--- src/rtl/mips_mem_access_unit.sv ---
// Purpose : data-memory initiator for MIPS loads/stores; lane select + extension for
//           loads, read-modify-write for sb/sh (memory has no byte enables).
// Latency : start->done 2 cycles (lw/sw), 3 cycles (sb/sh), +1 per mem_ack wait cycle;
//           misaligned/unknown opcode completes the next cycle with error.
// Backpressure: mem_req held until mem_ack or TIMEOUT cycles; start ignored unless IDLE.
//
// Ports:
//   clk, reset                 clock, async active-high reset
//   start/opcode/address/write_data   request from execute stage (sampled in IDLE)
//   busy, done, error, read_data       status and extended load result to write-back
//   mem_req/mem_we/mem_addr/mem_wdata  registered word request to data memory
//   mem_ack/mem_rdata                  memory response
module mips_mem_access_unit #(
    parameter int ADDR_W  = 32,
    parameter int TIMEOUT = 255
) (
    input  logic              clk,
    input  logic              reset,
    input  logic              start,
    input  logic [5:0]        opcode,
    input  logic [ADDR_W-1:0] address,
    input  logic [31:0]       write_data,
    output logic              busy,
    output logic              done,
    output logic [31:0]       read_data,
    output logic              error,
    output logic              mem_req,
    output logic              mem_we,
    output logic [ADDR_W-3:0] mem_addr,
    output logic [31:0]       mem_wdata,
    input  logic              mem_ack,
    input  logic [31:0]       mem_rdata
);

    localparam logic [5:0] OP_LB  = 6'h20;
    localparam logic [5:0] OP_LH  = 6'h21;
    localparam logic [5:0] OP_LW  = 6'h23;
    localparam logic [5:0] OP_LBU = 6'h24;
    localparam logic [5:0] OP_LHU = 6'h25;
    localparam logic [5:0] OP_SB  = 6'h28;
    localparam logic [5:0] OP_SH  = 6'h29;
    localparam logic [5:0] OP_SW  = 6'h2B;

    localparam logic [1:0] SZ_B = 2'd0;
    localparam logic [1:0] SZ_H = 2'd1;
    localparam logic [1:0] SZ_W = 2'd2;

    localparam logic [7:0] TIMEOUT_C = 8'(TIMEOUT);

    typedef enum logic [1:0] {
        S_IDLE = 2'd0,
        S_RD   = 2'd1,
        S_WR   = 2'd2,
        S_DONE = 2'd3
    } state_t;

    state_t             state_q, state_d;
    logic               ld_q, ld_d;        // 1 = load, 0 = store
    logic [1:0]         size_q, size_d;
    logic               sext_q, sext_d;
    logic [1:0]         lane_q, lane_d;    // address[1:0] of the access
    logic [15:0]        wlo_q, wlo_d;      // low half of rt, enough for sb/sh merge
    logic               err_q, err_d;
    logic               req_q, req_d;
    logic               we_q, we_d;
    logic [ADDR_W-3:0]  maddr_q, maddr_d;
    logic [31:0]        mwdata_q, mwdata_d;
    logic [31:0]        rdata_q, rdata_d;
    logic [7:0]         cnt_q, cnt_d;

    // Opcode decode of the live inputs, only used when a start is accepted.
    logic       dec_legal;
    logic       dec_load;
    logic [1:0] dec_size;
    logic       dec_sext;
    logic       dec_misal;

    always_comb begin
        dec_legal = 1'b1;
        dec_load  = 1'b0;
        dec_size  = SZ_W;
        dec_sext  = 1'b0;
        case (opcode)
            OP_LB:   begin dec_load = 1'b1; dec_size = SZ_B; dec_sext = 1'b1; end
            OP_LH:   begin dec_load = 1'b1; dec_size = SZ_H; dec_sext = 1'b1; end
            OP_LW:   begin dec_load = 1'b1; dec_size = SZ_W; end
            OP_LBU:  begin dec_load = 1'b1; dec_size = SZ_B; end
            OP_LHU:  begin dec_load = 1'b1; dec_size = SZ_H; end
            OP_SB:   dec_size = SZ_B;
            OP_SH:   dec_size = SZ_H;
            OP_SW:   dec_size = SZ_W;
            default: dec_legal = 1'b0;
        endcase
        dec_misal = ((dec_size == SZ_H) && address[0]) ||
                    ((dec_size == SZ_W) && (address[1:0] != 2'b00));
    end

    // Lane extraction / extension of the returned word for loads.
    logic [7:0]  byte_sel;
    logic [15:0] half_sel;
    logic [31:0] load_ext;

    always_comb begin
        case (lane_q)
            2'd0:    byte_sel = mem_rdata[7:0];
            2'd1:    byte_sel = mem_rdata[15:8];
            2'd2:    byte_sel = mem_rdata[23:16];
            default: byte_sel = mem_rdata[31:24];
        endcase
        half_sel = lane_q[1] ? mem_rdata[31:16] : mem_rdata[15:0];
        case (size_q)
            SZ_B:    load_ext = sext_q ? {{24{byte_sel[7]}}, byte_sel} : {24'd0, byte_sel};
            SZ_H:    load_ext = sext_q ? {{16{half_sel[15]}}, half_sel} : {16'd0, half_sel};
            default: load_ext = mem_rdata;
        endcase
    end

    // Sub-word store: splice rt's low byte/half into the word just read.
    logic [31:0] merged;

    always_comb begin
        merged = mem_rdata;
        if (size_q == SZ_B) begin
            case (lane_q)
                2'd0:    merged[7:0]   = wlo_q[7:0];
                2'd1:    merged[15:8]  = wlo_q[7:0];
                2'd2:    merged[23:16] = wlo_q[7:0];
                default: merged[31:24] = wlo_q[7:0];
            endcase
        end else if (lane_q[1]) begin
            merged[31:16] = wlo_q;
        end else begin
            merged[15:0] = wlo_q;
        end
    end

    logic [7:0] cnt_inc;
    assign cnt_inc = cnt_q + 8'd1;

    always_comb begin
        state_d  = state_q;
        ld_d     = ld_q;
        size_d   = size_q;
        sext_d   = sext_q;
        lane_d   = lane_q;
        wlo_d    = wlo_q;
        err_d    = err_q;
        req_d    = req_q;
        we_d     = we_q;
        maddr_d  = maddr_q;
        mwdata_d = mwdata_q;
        rdata_d  = rdata_q;
        cnt_d    = cnt_q;

        case (state_q)
            S_IDLE: begin
                if (start) begin
                    ld_d    = dec_load;
                    size_d  = dec_size;
                    sext_d  = dec_sext;
                    lane_d  = address[1:0];
                    wlo_d   = write_data[15:0];
                    maddr_d = address[ADDR_W-1:2];
                    cnt_d   = 8'd0;
                    if (!dec_legal || dec_misal) begin
                        // Rejected without touching memory.
                        state_d = S_DONE;
                        err_d   = 1'b1;
                    end else if (!dec_load && (dec_size == SZ_W)) begin
                        state_d  = S_WR;
                        err_d    = 1'b0;
                        req_d    = 1'b1;
                        we_d     = 1'b1;
                        mwdata_d = write_data;
                    end else begin
                        // Loads and sb/sh both start with a read.
                        state_d = S_RD;
                        err_d   = 1'b0;
                        req_d   = 1'b1;
                        we_d    = 1'b0;
                    end
                end
            end

            S_RD: begin
                if (mem_ack) begin
                    if (ld_q) begin
                        rdata_d = load_ext;
                        state_d = S_DONE;
                        req_d   = 1'b0;
                    end else begin
                        mwdata_d = merged;
                        we_d     = 1'b1;
                        cnt_d    = 8'd0;
                        state_d  = S_WR;
                    end
                end else if (cnt_inc == TIMEOUT_C) begin
                    state_d = S_DONE;
                    err_d   = 1'b1;
                    req_d   = 1'b0;
                    cnt_d   = cnt_inc;
                end else begin
                    cnt_d = cnt_inc;
                end
            end

            S_WR: begin
                if (mem_ack) begin
                    state_d = S_DONE;
                    req_d   = 1'b0;
                    we_d    = 1'b0;
                end else if (cnt_inc == TIMEOUT_C) begin
                    state_d = S_DONE;
                    err_d   = 1'b1;
                    req_d   = 1'b0;
                    we_d    = 1'b0;
                    cnt_d   = cnt_inc;
                end else begin
                    cnt_d = cnt_inc;
                end
            end

            default: begin
                // DONE lasts one cycle; a start seen here is dropped.
                state_d = S_IDLE;
            end
        endcase
    end

    always_ff @(posedge clk or posedge reset) begin
        if (reset) begin
            state_q  <= S_IDLE;
            ld_q     <= 1'b0;
            size_q   <= SZ_B;
            sext_q   <= 1'b0;
            lane_q   <= 2'd0;
            wlo_q    <= 16'd0;
            err_q    <= 1'b0;
            req_q    <= 1'b0;
            we_q     <= 1'b0;
            maddr_q  <= '0;
            mwdata_q <= 32'd0;
            rdata_q  <= 32'd0;
            cnt_q    <= 8'd0;
        end else begin
            state_q  <= state_d;
            ld_q     <= ld_d;
            size_q   <= size_d;
            sext_q   <= sext_d;
            lane_q   <= lane_d;
            wlo_q    <= wlo_d;
            err_q    <= err_d;
            req_q    <= req_d;
            we_q     <= we_d;
            maddr_q  <= maddr_d;
            mwdata_q <= mwdata_d;
            rdata_q  <= rdata_d;
            cnt_q    <= cnt_d;
        end
    end

    assign busy      = (state_q == S_RD) || (state_q == S_WR);
    assign done      = (state_q == S_DONE);
    assign error     = done && err_q;
    assign read_data = rdata_q;
    assign mem_req   = req_q;
    assign mem_we    = we_q;
    assign mem_addr  = maddr_q;
    assign mem_wdata = mwdata_q;

endmodule

--- config.mk ---
export PLATFORM = sky130hd
export DESIGN_NAME = mips_mem_access_unit
export DESIGN_NICKNAME = d
export VERILOG_FILES = /design/src/rtl/mips_mem_access_unit.sv
export SDC_FILE = /design/constraint.sdc
export NUM_CORES = 1
export LEC_CHECK = 0
export ABC_AREA = 1
export CORE_ASPECT_RATIO = 0.8
export CORE_MARGIN = 4
export CORE_UTILIZATION = 53
export DETAILED_ROUTE_END_ITERATION = 10
export PLACE_DENSITY = 0.87
export SETUP_SLACK_MARGIN = 0.1
export SKIP_LAST_GASP = 1
export SYNTH_ARGS = -nofsm -noshare
export SYNTH_HDL_FRONTEND = slang
export SYNTH_SLANG_ARGS = --single-unit
--- constraint.sdc ---
create_clock -name clk -period 8.1 [get_ports clk]
set_clock_uncertainty 0.15 [all_clocks]
set_input_delay 1.62 -clock clk [delete_from_list [all_inputs] [get_ports clk]]
set_output_delay 1.62 -clock clk [all_outputs]
set_load 0.1 [all_outputs]
==> results.json <==
{
  "cp-end-kind": "flop",
  "hold_buffers": 0,
  "reg2reg_slack_ps": 4440,
  "area_growth_pct": 36.0,
  "final_cells": 1423,
  "dpl_worst_slack_ps": 3270,
  "finalCritPeriodShare": 0.551,
  "syn_nets": 1170,
  "critical_path_arrival_ps": 4600,
  "start_util": 0.542,
  "layout_min_cycle_time_ps": 4460,
  "worstSetupStartpoint": "start",
  "worst_setup_path_start_kind": "input port",
  "yosysUniqueCellTypes": 37,
  "drt_iter0_drc": 874,
  "status": "completed",
  "io_pins": 205,
  "vias": 7965,
  "wl_um": 22900,
  "die_w_um": 140,
  "dpl.hpwl_um": 16200,
  "synth_area_leader_cell": "dfrtp_1",
  "dp.cells": 1391,
  "hold_viol": 0,
  "cts.repair_timing.setup_buffer_count": 0,
  "slew_violations": 0,
  "vias_per_cell": 5.60,
  "grt.met1_usage": 0.381,
  "synth_async_sr_flop_share": 1.00,
  "r2r.worst_path.cells": 5,
  "path_class": "input port to flop",
  "clk_path_buf_depth": 2,
  "core_area_um2": 13600,
  "nNetsFinal": 1342,
  "hp-start": "mem_wdata[23]$_DFFE_PP0P_",
  "grt.busiest_layer": "met2",
  "ys_ff_latch": 129,
  "seq_area_frac_synth": 0.438,
  "grt_usage": 0.292,
  "setup_ws_ps": 3640,
  "rows": 38,
  "synth_top_cells_by_area": "dfrtp_1 (44%), nand2_1 (21%), nand3_1 (8.2%), o21ai_0 (7.7%), inv_1 (4.1%)",
  "overflow": 0,
  "use_met3": 0.0834,
  "cts_resized": 0,
  "drive_gt1_frac": 0.0499,
  "grt_pass1_wl_um": 37700,
  "cts_tree": "built",
  "fill_cells": 1051,
  "cts_made_buffers": 17,
  "avgSynthCellArea_um2": 6.96,
  "worstReg2RegEnd": "ld_q$_DFFE_PP0P_",
  "cts_root_buf": "clkbuf_16",
  "io_buffer_count": 204,
  "grtUsageMet2": 0.467,
  "drc": 0,
  "synth-edff-count": 0,
  "synth_area_um2": 7360,
  "clkLatencyLatePin_ps": 420,
  "worst-endpoint-required_ps": 8240,
  "hp-class": "flop to flop",
  "antenna_found_initial": 0,
  "dr.pass1.iters": 6,
  "whs_ps": 333,
  "fmax_ghz": 0.224,
  "grt_start_max_net_pins": 77,
  "routabilityCongestion": 0.934,
  "ys.flop_type": "dfrtp_1",
  "max_cap_viol_count": 0,
  "relSlewSlack": 0.220,
  "syn_inst": 1058,
  "cp_max_fo": 69,
  "synth_top_area_frac": 0.438,
  "final.setup.tns_ps": 0,
  "finalSetupViolCount": 0,
  "whs_endpoint": "mem_wdata[23]$_DFFE_PP0P_",
  "design.die.area_um2": 15900,
  "r2r_start": "state_q[1]$_DFFE_PP0P_",
  "wire_per_inst_um": 16.1,
  "tightest_slew_ps": 1170,
  "drtAntennaViolNets": 0,
  "h-tree-depth": 4,
  "cts.sinks": 129,
  "grt_pass1_vias": 7726,
  "synth-warning-count": 0,
  "rsz0062_at_grt": "false",
  "diodes": 0,
  "hold_depth": 2,
  "clk_pin_slew_ps": 60,
  "die_height_um": 113
}
registers in the layout, indices dropped and copies added (netlist names):
| name | cells |
|---|---|
| mem_addr | 30 |
| sext_q | 1 |
| state_q | 2 |
| wlo_q | 16 |
| lane_q | 2 |
| mem_we | 1 |
| size_q | 2 |
| ld_q | 1 |
| err_q | 1 |
| read_data | 32 |
| mem_req | 1 |
| cnt_q | 8 |
| mem_wdata | 32 |
placed cells by master, fill, tap and decap left out, types with 2 or more instances in the layout:
cell type / instances
nor2_4: 3
nand3_1: 120
nand2_2: 4
nand4_1: 3
clkinvlp_4: 2
dfrtp_1: 129
o21ai_1: 22
o21ai_2: 2
clkbuf_8: 2
clkbuf_16: 17
o22ai_1: 4
o211ai_1: 4
clkinv_1: 3
inv_4: 3
inv_1: 79
a21oi_1: 46
nand2_1: 413
inv_6: 4
o21ai_0: 113
clkinv_4: 4
bufinv_16: 2
ha_1: 6
buf_4: 6
nor2_1: 27
clkdlybuf4s50_1: 204
inv_2: 5
routing by layer:
metal  routed length [um]  share of wire
met3                 2510           0.11
met1                 9150           0.40
met2                10500           0.46
met4                  777          0.034
met5                    0              0
worst max path at each step:
stage,depth (start not counted),endpoint
2_1_floorplan,1,cnt_q[0]$_DFFE_PP0P_
3_3_place_gp,4,ld_q$_DFFE_PP0P_
3_5_place_dp,4,size_q[0]$_DFFE_PP0P_
4_1_cts,4,ld_q$_DFFE_PP0P_
5_1_grt,4,ld_q$_DFFE_PP0P_
6_report,4,ld_q$_DFFE_PP0P_
logic make-up after synthesis:
| family | count (synthesis) | synth area share |
|---|---|---|
| compound gates | 199 | 0.141 |
| fa+ha+maj | 6 | 0.0102 |
| buf+inv | 147 | 0.0843 |
| flops | 129 | 0.438 |
| simple gates | 577 | 0.326 |
layout make-up:
cell class | count | area (um2) | area share
Clock inverter | 13 | 150 | 0.0150
Timing Repair Buffer | 210 | 2090 | 0.208
Sequential cell | 129 | 3230 | 0.322
Tap cell | 180 | 225 | 0.0225
Multi-Input combinational cell | 782 | 3520 | 0.352
Clock buffer | 19 | 453 | 0.0452
Inverter | 90 | 345 | 0.0345
stage by stage:
step | instance area [um2] | util
after global routing | 10000 | 0.736
after CTS | 10000 | 0.736
final | 10000 | 0.736
after detailed placement | 9410 | 0.692
after global placement | 9410 | 0.692
after floorplan | 7360 | -
worst max-delay path, stage by stage:
cell and delay [ps]:
clkdlybuf4s50_1 440, nand2_2 850, clkinv_1 1160, o21ai_0 510
synthesized netlist by cell type, types with 2 or more instances:
| library cell | count |
|---|---|
| o22ai_1 | 4 |
| ha_1 | 6 |
| inv_2 | 5 |
| inv_1 | 80 |
| nor2_1 | 28 |
| o21ai_2 | 2 |
| o21ai_0 | 113 |
| buf_6 | 5 |
| nor2_4 | 3 |
| inv_4 | 2 |
| o21ai_1 | 22 |
| nand2_2 | 3 |
| clkinv_1 | 3 |
| buf_1 | 6 |
| buf_2 | 9 |
| nand3_1 | 120 |
| buf_4 | 4 |
| a21oi_1 | 46 |
| dfrtp_1 | 129 |
| nand2_1 | 414 |
| clkbuf_1 | 33 |
| nand4_1 | 3 |
| o211ai_1 | 4 |
Power is left out: the tool's default activity adds up to more than one toggle a clock period on the data nets, which glitch-free logic cannot reach.
